[config.mk]
export PLATFORM = sky130hd
export DESIGN_NAME = tx_ds_char
export DESIGN_NICKNAME = d
export VERILOG_FILES = /design/src/rtl/tx_ds_char_pkg.sv /design/src/rtl/tx_ds_char_shift.sv /design/src/rtl/tx_ds_char.sv
export SDC_FILE = /design/constraint.sdc
export NUM_CORES = 1
export LEC_CHECK = 0
export ABC_AREA = 1
export CAP_MARGIN = 20
export CELL_PAD_IN_SITES_DETAIL_PLACEMENT = 0
export CELL_PAD_IN_SITES_GLOBAL_PLACEMENT = 2
export CORE_MARGIN = 1
export CORE_UTILIZATION = 29
export CTS_BUF_LIST = sky130_fd_sc_hd__clkbuf_8
export CTS_CLUSTER_DIAMETER = 200
export CTS_CLUSTER_SIZE = 20
export DETAILED_ROUTE_END_ITERATION = 10
export PLACE_DENSITY = 0.85
export SYNTH_ARGS = -nofsm -noshare
export SYNTH_HDL_FRONTEND = slang
export SYNTH_SLANG_ARGS = --single-unit
[constraint.sdc]
create_clock -name TxClk -period 1.4 [get_ports TxClk]
set_input_delay 0.14 -clock TxClk [delete_from_list [all_inputs] [get_ports TxClk]]
set_output_delay 0.14 -clock TxClk [all_outputs]
set_load 0.05 [all_outputs]
[src/rtl/tx_ds_char_pkg.sv]
// Shared types and constants for the transmit character serializer.
// Optional simulation checks in the top are enabled by TX_DS_CHAR_CHECKS_EN.
package tx_ds_char_pkg;

  typedef enum logic [2:0] {
    IDLE = 3'd0,
    LOAD = 3'd1,
    PAR  = 3'd2,
    FLAG = 3'd3,
    DATA = 3'd4
  } state_e;

  localparam int NCHAR_DBITS = 8;
  localparam int LCHAR_DBITS = 2;
  localparam int CNT_W       = 4;

  // Data-bit parity of a character: lchars carry only two data bits.
  function automatic logic char_parity(input logic [7:0] dat, input logic lchar);
    char_parity = lchar ? ^dat[1:0] : ^dat;
  endfunction

endpackage

[src/rtl/tx_ds_char_shift.sv]
// LSB-first character shift register with a count of data bits still to emit.
// last_o: bit_o is the final data bit; empty_o: every data bit has been emitted.
module tx_ds_char_shift
  import tx_ds_char_pkg::*;
(
  input  logic       clk,
  input  logic       rst,
  input  logic       load_i,
  input  logic       shift_i,
  input  logic       lchar_i,
  input  logic [7:0] dat_i,
  output logic       bit_o,
  output logic       last_o,
  output logic       empty_o
);

  logic [7:0]       sh_q, sh_d;
  logic [CNT_W-1:0] cnt_q, cnt_d;

  always_comb begin
    sh_d  = sh_q;
    cnt_d = cnt_q;
    if (load_i) begin
      sh_d  = dat_i;
      cnt_d = lchar_i ? CNT_W'(LCHAR_DBITS) : CNT_W'(NCHAR_DBITS);
    end else if (shift_i) begin
      sh_d  = {1'b0, sh_q[7:1]};
      cnt_d = cnt_q - CNT_W'(1);
    end
  end

  always_ff @(posedge clk) begin
    if (rst) begin
      sh_q  <= '0;
      cnt_q <= '0;
    end else begin
      sh_q  <= sh_d;
      cnt_q <= cnt_d;
    end
  end

  assign bit_o   = sh_q[0];
  assign last_o  = (cnt_q == CNT_W'(1));
  assign empty_o = (cnt_q == '0);

endmodule

[src/rtl/tx_ds_char.sv]
// Serializes one normal or link/control character as parity, flag, then data LSB-first onto Tx1/Tx0 strobes.
// Keeps running odd parity across characters; TX_DS_CHAR_CHECKS_EN adds simulation-only protocol checks.
module tx_ds_char
  import tx_ds_char_pkg::*;
(
  input  logic       TxClk,
  input  logic       TxReset,
  input  logic       valid_i,
  input  logic [7:0] dat_i,
  input  logic       lchar_i,
  output logic       Tx0,
  output logic       Tx1,
  output logic       ready_o
);

  state_e state_q, state_d;
  logic   tx0_q, tx0_d;
  logic   tx1_q, tx1_d;
  logic   ready_q, ready_d;
  logic   prev_par_q, prev_par_d;
  logic   lchar_q, lchar_d;
  logic   char_par_q, char_par_d;

  logic   accept;
  logic   load;
  logic   shift;
  logic   sh_bit;
  logic   sh_last;
  logic   sh_empty;

  assign accept = valid_i && ready_q;

  tx_ds_char_shift u_shift (
    .clk     (TxClk),
    .rst     (TxReset),
    .load_i  (load),
    .shift_i (shift),
    .lchar_i (lchar_i),
    .dat_i   (dat_i),
    .bit_o   (sh_bit),
    .last_o  (sh_last),
    .empty_o (sh_empty)
  );

  // Registered outputs describe the state being entered, so each case emits the next bit.
  always_comb begin
    state_d    = state_q;
    tx0_d      = 1'b0;
    tx1_d      = 1'b0;
    prev_par_d = prev_par_q;
    lchar_d    = lchar_q;
    char_par_d = char_par_q;
    load       = 1'b0;
    shift      = 1'b0;
    case (state_q)
      IDLE: begin
        if (accept) begin
          state_d = LOAD;
          load    = 1'b1;
        end
      end
      LOAD: begin
        state_d = PAR;
        tx1_d   = ~(prev_par_q ^ lchar_q);
        tx0_d   = prev_par_q ^ lchar_q;
      end
      PAR: begin
        state_d = FLAG;
        tx1_d   = lchar_q;
        tx0_d   = ~lchar_q;
      end
      FLAG: begin
        state_d = DATA;
        shift   = 1'b1;
        tx1_d   = sh_bit;
        tx0_d   = ~sh_bit;
      end
      DATA: begin
        if (sh_empty) begin
          prev_par_d = char_par_q;
          if (accept) begin
            state_d = LOAD;
            load    = 1'b1;
          end else begin
            state_d = IDLE;
          end
        end else begin
          shift = 1'b1;
          tx1_d = sh_bit;
          tx0_d = ~sh_bit;
        end
      end
      default: state_d = IDLE;
    endcase
    if (load) begin
      lchar_d    = lchar_i;
      char_par_d = char_parity(dat_i, lchar_i);
    end
    ready_d = ((state_d == IDLE) || (shift && sh_last)) && !valid_i;
  end

  always_ff @(posedge TxClk) begin
    if (TxReset) begin
      state_q    <= IDLE;
      tx0_q      <= 1'b0;
      tx1_q      <= 1'b0;
      ready_q    <= 1'b1;
      prev_par_q <= 1'b0;
      lchar_q    <= 1'b0;
      char_par_q <= 1'b0;
    end else begin
      state_q    <= state_d;
      tx0_q      <= tx0_d;
      tx1_q      <= tx1_d;
      ready_q    <= ready_d;
      prev_par_q <= prev_par_d;
      lchar_q    <= lchar_d;
      char_par_q <= char_par_d;
    end
  end

  assign Tx0     = tx0_q;
  assign Tx1     = tx1_q;
  assign ready_o = ready_q;

`ifdef TX_DS_CHAR_CHECKS_EN
  always @(posedge TxClk) begin
    if (!TxReset) begin
      if (Tx0 && Tx1)
        $error("tx_ds_char: Tx0 and Tx1 both high");
      if (valid_i && !ready_o)
        $warning("tx_ds_char: valid_i while ready_o low, character dropped");
    end
  end
`else
  // Checks compiled out; datapath is unaffected.
`endif

endmodule

# Yosys cells after proc, flatten, opt, wreduce, memory -nomap -nowiden
# Index checks and enable logic that the tools add are counted.
# totals
latchBits,0
n_memories,0
reg_bits,21
output_inout_bits,3
mem_bits_ro,0
ramBits,0
# op_classes
div_mod_pow,0
order_cmp,0
eq_ne,5
shift,0
add_sub_neg,1
muxes,19
bitwise_logic,4
multipliers,0
reduce_logical,12
# op_table
op,count
$mux W8,2
$pmux W3 S5,1
$mux W4,3
$pmux W1 S4,2
$reduce_xor A8 Y1,1
$mux W1,7
$eq A3 B2 Y1 const B,2
$logic_not A3 Y1,2
$mux W3,2
$eq A4 B1 Y1 const B,1
$logic_not A4 Y1,1
$pmux W1 S2,2
$sub A4 B1 Y4 const B,1
$eq A3 B1 Y1 const B,1
$eq A3 B3 Y1 const B,1
$logic_and A1 B1 Y1,3
$not A1 Y1,3
$reduce_and A2 Y1,1
$reduce_bool A2 Y1,1
$reduce_xor A2 Y1,1
$logic_not A1 Y1,1
$logic_or A1 B1 Y1,1
$xor A1 B1 Y1,1

# Logic depth before layout (Yosys ltp)
# depth
word_depth,7
mapped_depth,12
ltp_nobuf,12

# Hierarchy
# Synthesis repeated with hierarchy kept, for this count alone.
# hier_totals
hier_cells,192
hier_area_um2,1194.9
# by_module_without_submodules
mod,area_per_inst_um2,instances,cells_per_inst
tx_ds_char_shift,613.1,1,91
tx_ds_char,581.8,1,101

# Worst setup path after synthesis
# OpenSTA, ideal clock, no wires.
# synth_timing
path_kind,reg2reg
start,"reg ready_q, in the netlist ready_o"
end,reg u_shift.sh_q[0]
slack_ns,-0.080
arrival_time_ns,1.364
required_ns,1.284
setup_time_ns,0.116
path_buffers,1
path_stages_with_launch,7
synth_period_minus_slack_ns,1.480
path_cell_list,dfxtp_1 > nand2_1 > nor3_2 > nand2_4 > buf_6 > o221ai_2 > nor2_1
# synth_between
elab_chain_len,5
elab_cells_between_ends,6
cone_classes,mux: 4; reduce/logical: 2
# synth_rtl
item,line,source
"start, declared",tx_ds_char.sv:19,"logic ready_q, ready_d;"
"start signal, assigned",tx_ds_char.sv:115,ready_q <= ready_d;
$logic_and A1 B1 Y1 *,tx_ds_char.sv:31,assign accept = valid_i && ready_q;
$mux W1 *,"tx_ds_char.sv:57, tx_ds_char.sv:81",
$mux W1,tx_ds_char.sv:79,if (sh_empty) begin
$pmux W1 S2 *,tx_ds_char.sv:55,case (state_q)
$mux W8 / $reduce_bool A2 Y1 (equally long branches),--,
"end signal, assigned",tx_ds_char_shift.sv:34,sh_q <= '0;
"end signal, assigned",tx_ds_char_shift.sv:37,sh_q <= sh_d;
"end, declared",tx_ds_char_shift.sv:17,"logic [7:0] sh_q, sh_d;"
# Mark *: on every way between the ends. The rest lies on a longest branch, timed or not.
# A chain may end at the register's enable or synchronous reset.

# Worst setup path in the final report
# layout_timing
start,reg u_shift.cnt_q[1]
end,"reg tx0_q, in the netlist Tx0"
# layout_between
elab_chain_len,3
# layout_rtl
item,line,source
"start, declared",tx_ds_char_shift.sv:18,"logic [CNT_W-1:0] cnt_q, cnt_d;"
"start signal, assigned",tx_ds_char_shift.sv:38,cnt_q <= cnt_d;
$logic_not A4 Y1,tx_ds_char_shift.sv:44,assign empty_o = (cnt_q == '0);
$mux W1,tx_ds_char.sv:79,
$pmux W1 S4,tx_ds_char.sv:55,
"end signal, assigned",tx_ds_char.sv:113,tx0_q <= tx0_d;
"end, declared",tx_ds_char.sv:17,"logic tx0_q, tx0_d;"
# Every way passes these cells.

==> results.sh <==
export IMPL_ant_nets=0
export IMPL_synthesis_nets=202
export IMPL_fmax_mhz=744
export IMPL_grt_usage=0.134
export IMPL_cts_hold_buf=0
export IMPL_p_leak_nw=0.891
export IMPL_status="finished, final reports clean"
export IMPL_worstPathMaxFanout=6
export IMPL_antennaDiodeCount=0
export IMPL_grt_pass1_wl_um=5270
export IMPL_routed_wl_um=3000
export IMPL_power_density_mw_per_mm2=930
export IMPL_finalSetupViolCount=0
export IMPL_endpoint_kind="register"
export IMPL_reg2reg_slack_ns=0.06
export IMPL_areaGrowthSynthToFinish_pct=37.0
export IMPL_dieArea_sq_mm=0.00485
export IMPL_finClkSkew_ns=0.00346
export IMPL_clkSlewWorstSetupHoldPaths_ns=0.08
export IMPL_fillCellCount=490
export IMPL_place_congestion=0.781
export IMPL_cp_data_required_time_ns=1.57
export IMPL_finalCritPeriodShare=0.960
export IMPL_mostFrequentLayoutCells="42 x nand2_1, 26 x inv_1, 24 x nor2_1, 24 x buf_4, 18 x dfxtp_1"
export IMPL_die_width_um=69.6
export IMPL_synth_area_sq_mm=0.00133
export IMPL_wl_per_cell_um=10.8
export IMPL_vias=1223
export IMPL_ys_seq_elements=21
export IMPL_hold_slack_ns=0.418
export IMPL_rsz0062_at_grt="true"
export IMPL_synthCells=187
export IMPL_irDropWorstVdd_v=0.000400
export IMPL_avgSynthCellArea_sq_um=7.09
export IMPL_rows=24
export IMPL_cp_start_kind="register"
export IMPL_synth_cell_type_count=28
export IMPL_clock_latency_ns=0.26
export IMPL_drc=0
export IMPL_ctsLongestPathBuffers=2
export IMPL_synth_top_area_frac=0.317
export IMPL_synth_area_leader_cell="dfxtp_1"
export IMPL_maxSlewViolCount=0
export IMPL_dpl_hpwl_um=2290
export IMPL_final_common_cell="nand2_1"
export IMPL_finalHoldViolCount=0
export IMPL_yosys_top_cells_area="dfxtp_1 32%, nand2_1 14%, inv_1 8.2%"
export IMPL_drive_gt1_frac=0.347
export IMPL_clock_sinks=21
export IMPL_pin_count=15
export IMPL_fin_crit_ns=1.34
export IMPL_critical_path_class="reg -> reg"
export IMPL_hp_class="in -> reg"
export IMPL_grt_pass1_vias=1173
export IMPL_drtPass1Iterations=4
export IMPL_core_sq_mm=0.00438
export IMPL_max_slew_worst_pin_slew_ns=0.287
export IMPL_layout_nets=241
export IMPL_grt_max_degree=14
export IMPL_tns_ns=0
export IMPL_synth_seq_area_share=0.317
export IMPL_ys_warn_count=0
export IMPL_grt_ovfl_total=0
export IMPL_crit_arrival_ns=1.51
export IMPL_placed_cell_area_sq_mm=0.00167
export IMPL_drt_iter0_markers=29
export IMPL_start_util=0.303
export IMPL_timing_slew_headroom=0.809
export IMPL_maxCapViolations=0
export IMPL_cts_buffers=3
export IMPL_antenna_found_initial=0
export IMPL_vias_per_cell=4.42
export IMPL_tritoncts="done"
export IMPL_portBuffers=14
export IMPL_root_buffer="clkbuf_8"
export IMPL_final_util=0.414
export IMPL_htree_levels=1
export IMPL_die_h_um=69.6
export IMPL_post_route_cell_area_sq_mm=0.00182
[worst paths after layout]
kind | start | end | depth (start not counted)
max | u_shift.cnt_q[1]$_SDFFE_PP0P_ | Tx0$_SDFF_PP0_ | 9
min | dat_i[7] | u_shift.sh_q[7]$_SDFFE_PP0P_ | 4
max reg2reg | u_shift.cnt_q[1]$_SDFFE_PP0P_ | Tx0$_SDFF_PP0_ | 9
min reg2reg | char_par_q$_SDFFE_PP0P_ | prev_par_q$_SDFFE_PP0P_ | 2
[Yosys cell counts, drive strengths merged]
library cell	n
a211oi	2
a21oi	6
a22oi	1
buf	5
dfxtp	21
ha	3
inv	33
nand2	55
nand3	6
nand4	2
nor2	28
nor3	3
nor3b	1
o21a	1
o21ai	7
o221ai	6
o22ai	3
xnor2	3
xor2	1
[sequential cells by signal (all words and copies together) (netlist names)]
name	count
Tx0	1
u_shift.sh_q	8
u_shift.cnt_q	4
ready_o	1
char_par_q	1
state_q	3
Tx1	1
prev_par_q	1
lchar_q	1
[stage by stage]
step / power, mW / setup slack, ns / std cells
after floorplan: 1.04 / 0.0465 / 187
after global placement: 1.22 / -0.107 / 270
after detailed placement: 1.22 / -0.0881 / 270
after CTS: 1.65 / 0.00661 / 274
after global routing: 1.81 / -0.0483 / 277
final: 1.69 / 0.0565 / 277
[worst max-delay path, stage by stage, from the launching register on]
cell	delay [ns]
dfxtp_2	0.33
inv_2	0.08
ha_4	0.15
inv_2	0.04
nor2_4	0.11
nand2_2	0.07
nand2_4	0.13
buf_12	0.14
nor2_2	0.03
o21a_1	0.16
[per-layer routing]
metal | share of wire | track usage
met1 | 0.54 | 0.197
met2 | 0.44 | 0.204
met3 | 0.011 | 0.0131
met4 | 0.0097 | 0.0467
met5 | 0 | 0
[repair_timing]
action	CTS	global route
pin swaps	3	7
gates resized for setup	4	22
setup endpoints to repair	9	16
buffers inserted	0	3
[where the power goes]
part	total [mW]	switching, mW	internal (mW)
logic	0.577	0.321	0.256
clock network	0.418	0.217	0.201
registers	0.694	0.0357	0.658
[final cells by class]
type	instances	area (sq um)	area share
Tap cell	52	65.1	0.0358
Clock inverter	1	7.51	0.00413
Multi-Input combinational cell	128	790	0.435
Timing Repair Buffer	39	358	0.197
Clock buffer	3	41.3	0.0227
Inverter	33	131	0.0723
Sequential cell	21	424	0.233
[logic make-up after synthesis]
| group | share of synthesized area |
|---|---|
| xor gates and xnor gates | 0.0264 |
| DFF | 0.317 |
| and+or+nand+nor | 0.339 |
| AOI/OAI and AO/OA | 0.165 |
| buffers and inverters | 0.125 |
| adders and majority gates | 0.0283 |
Note: power is estimated with default switching activity, not from simulation.
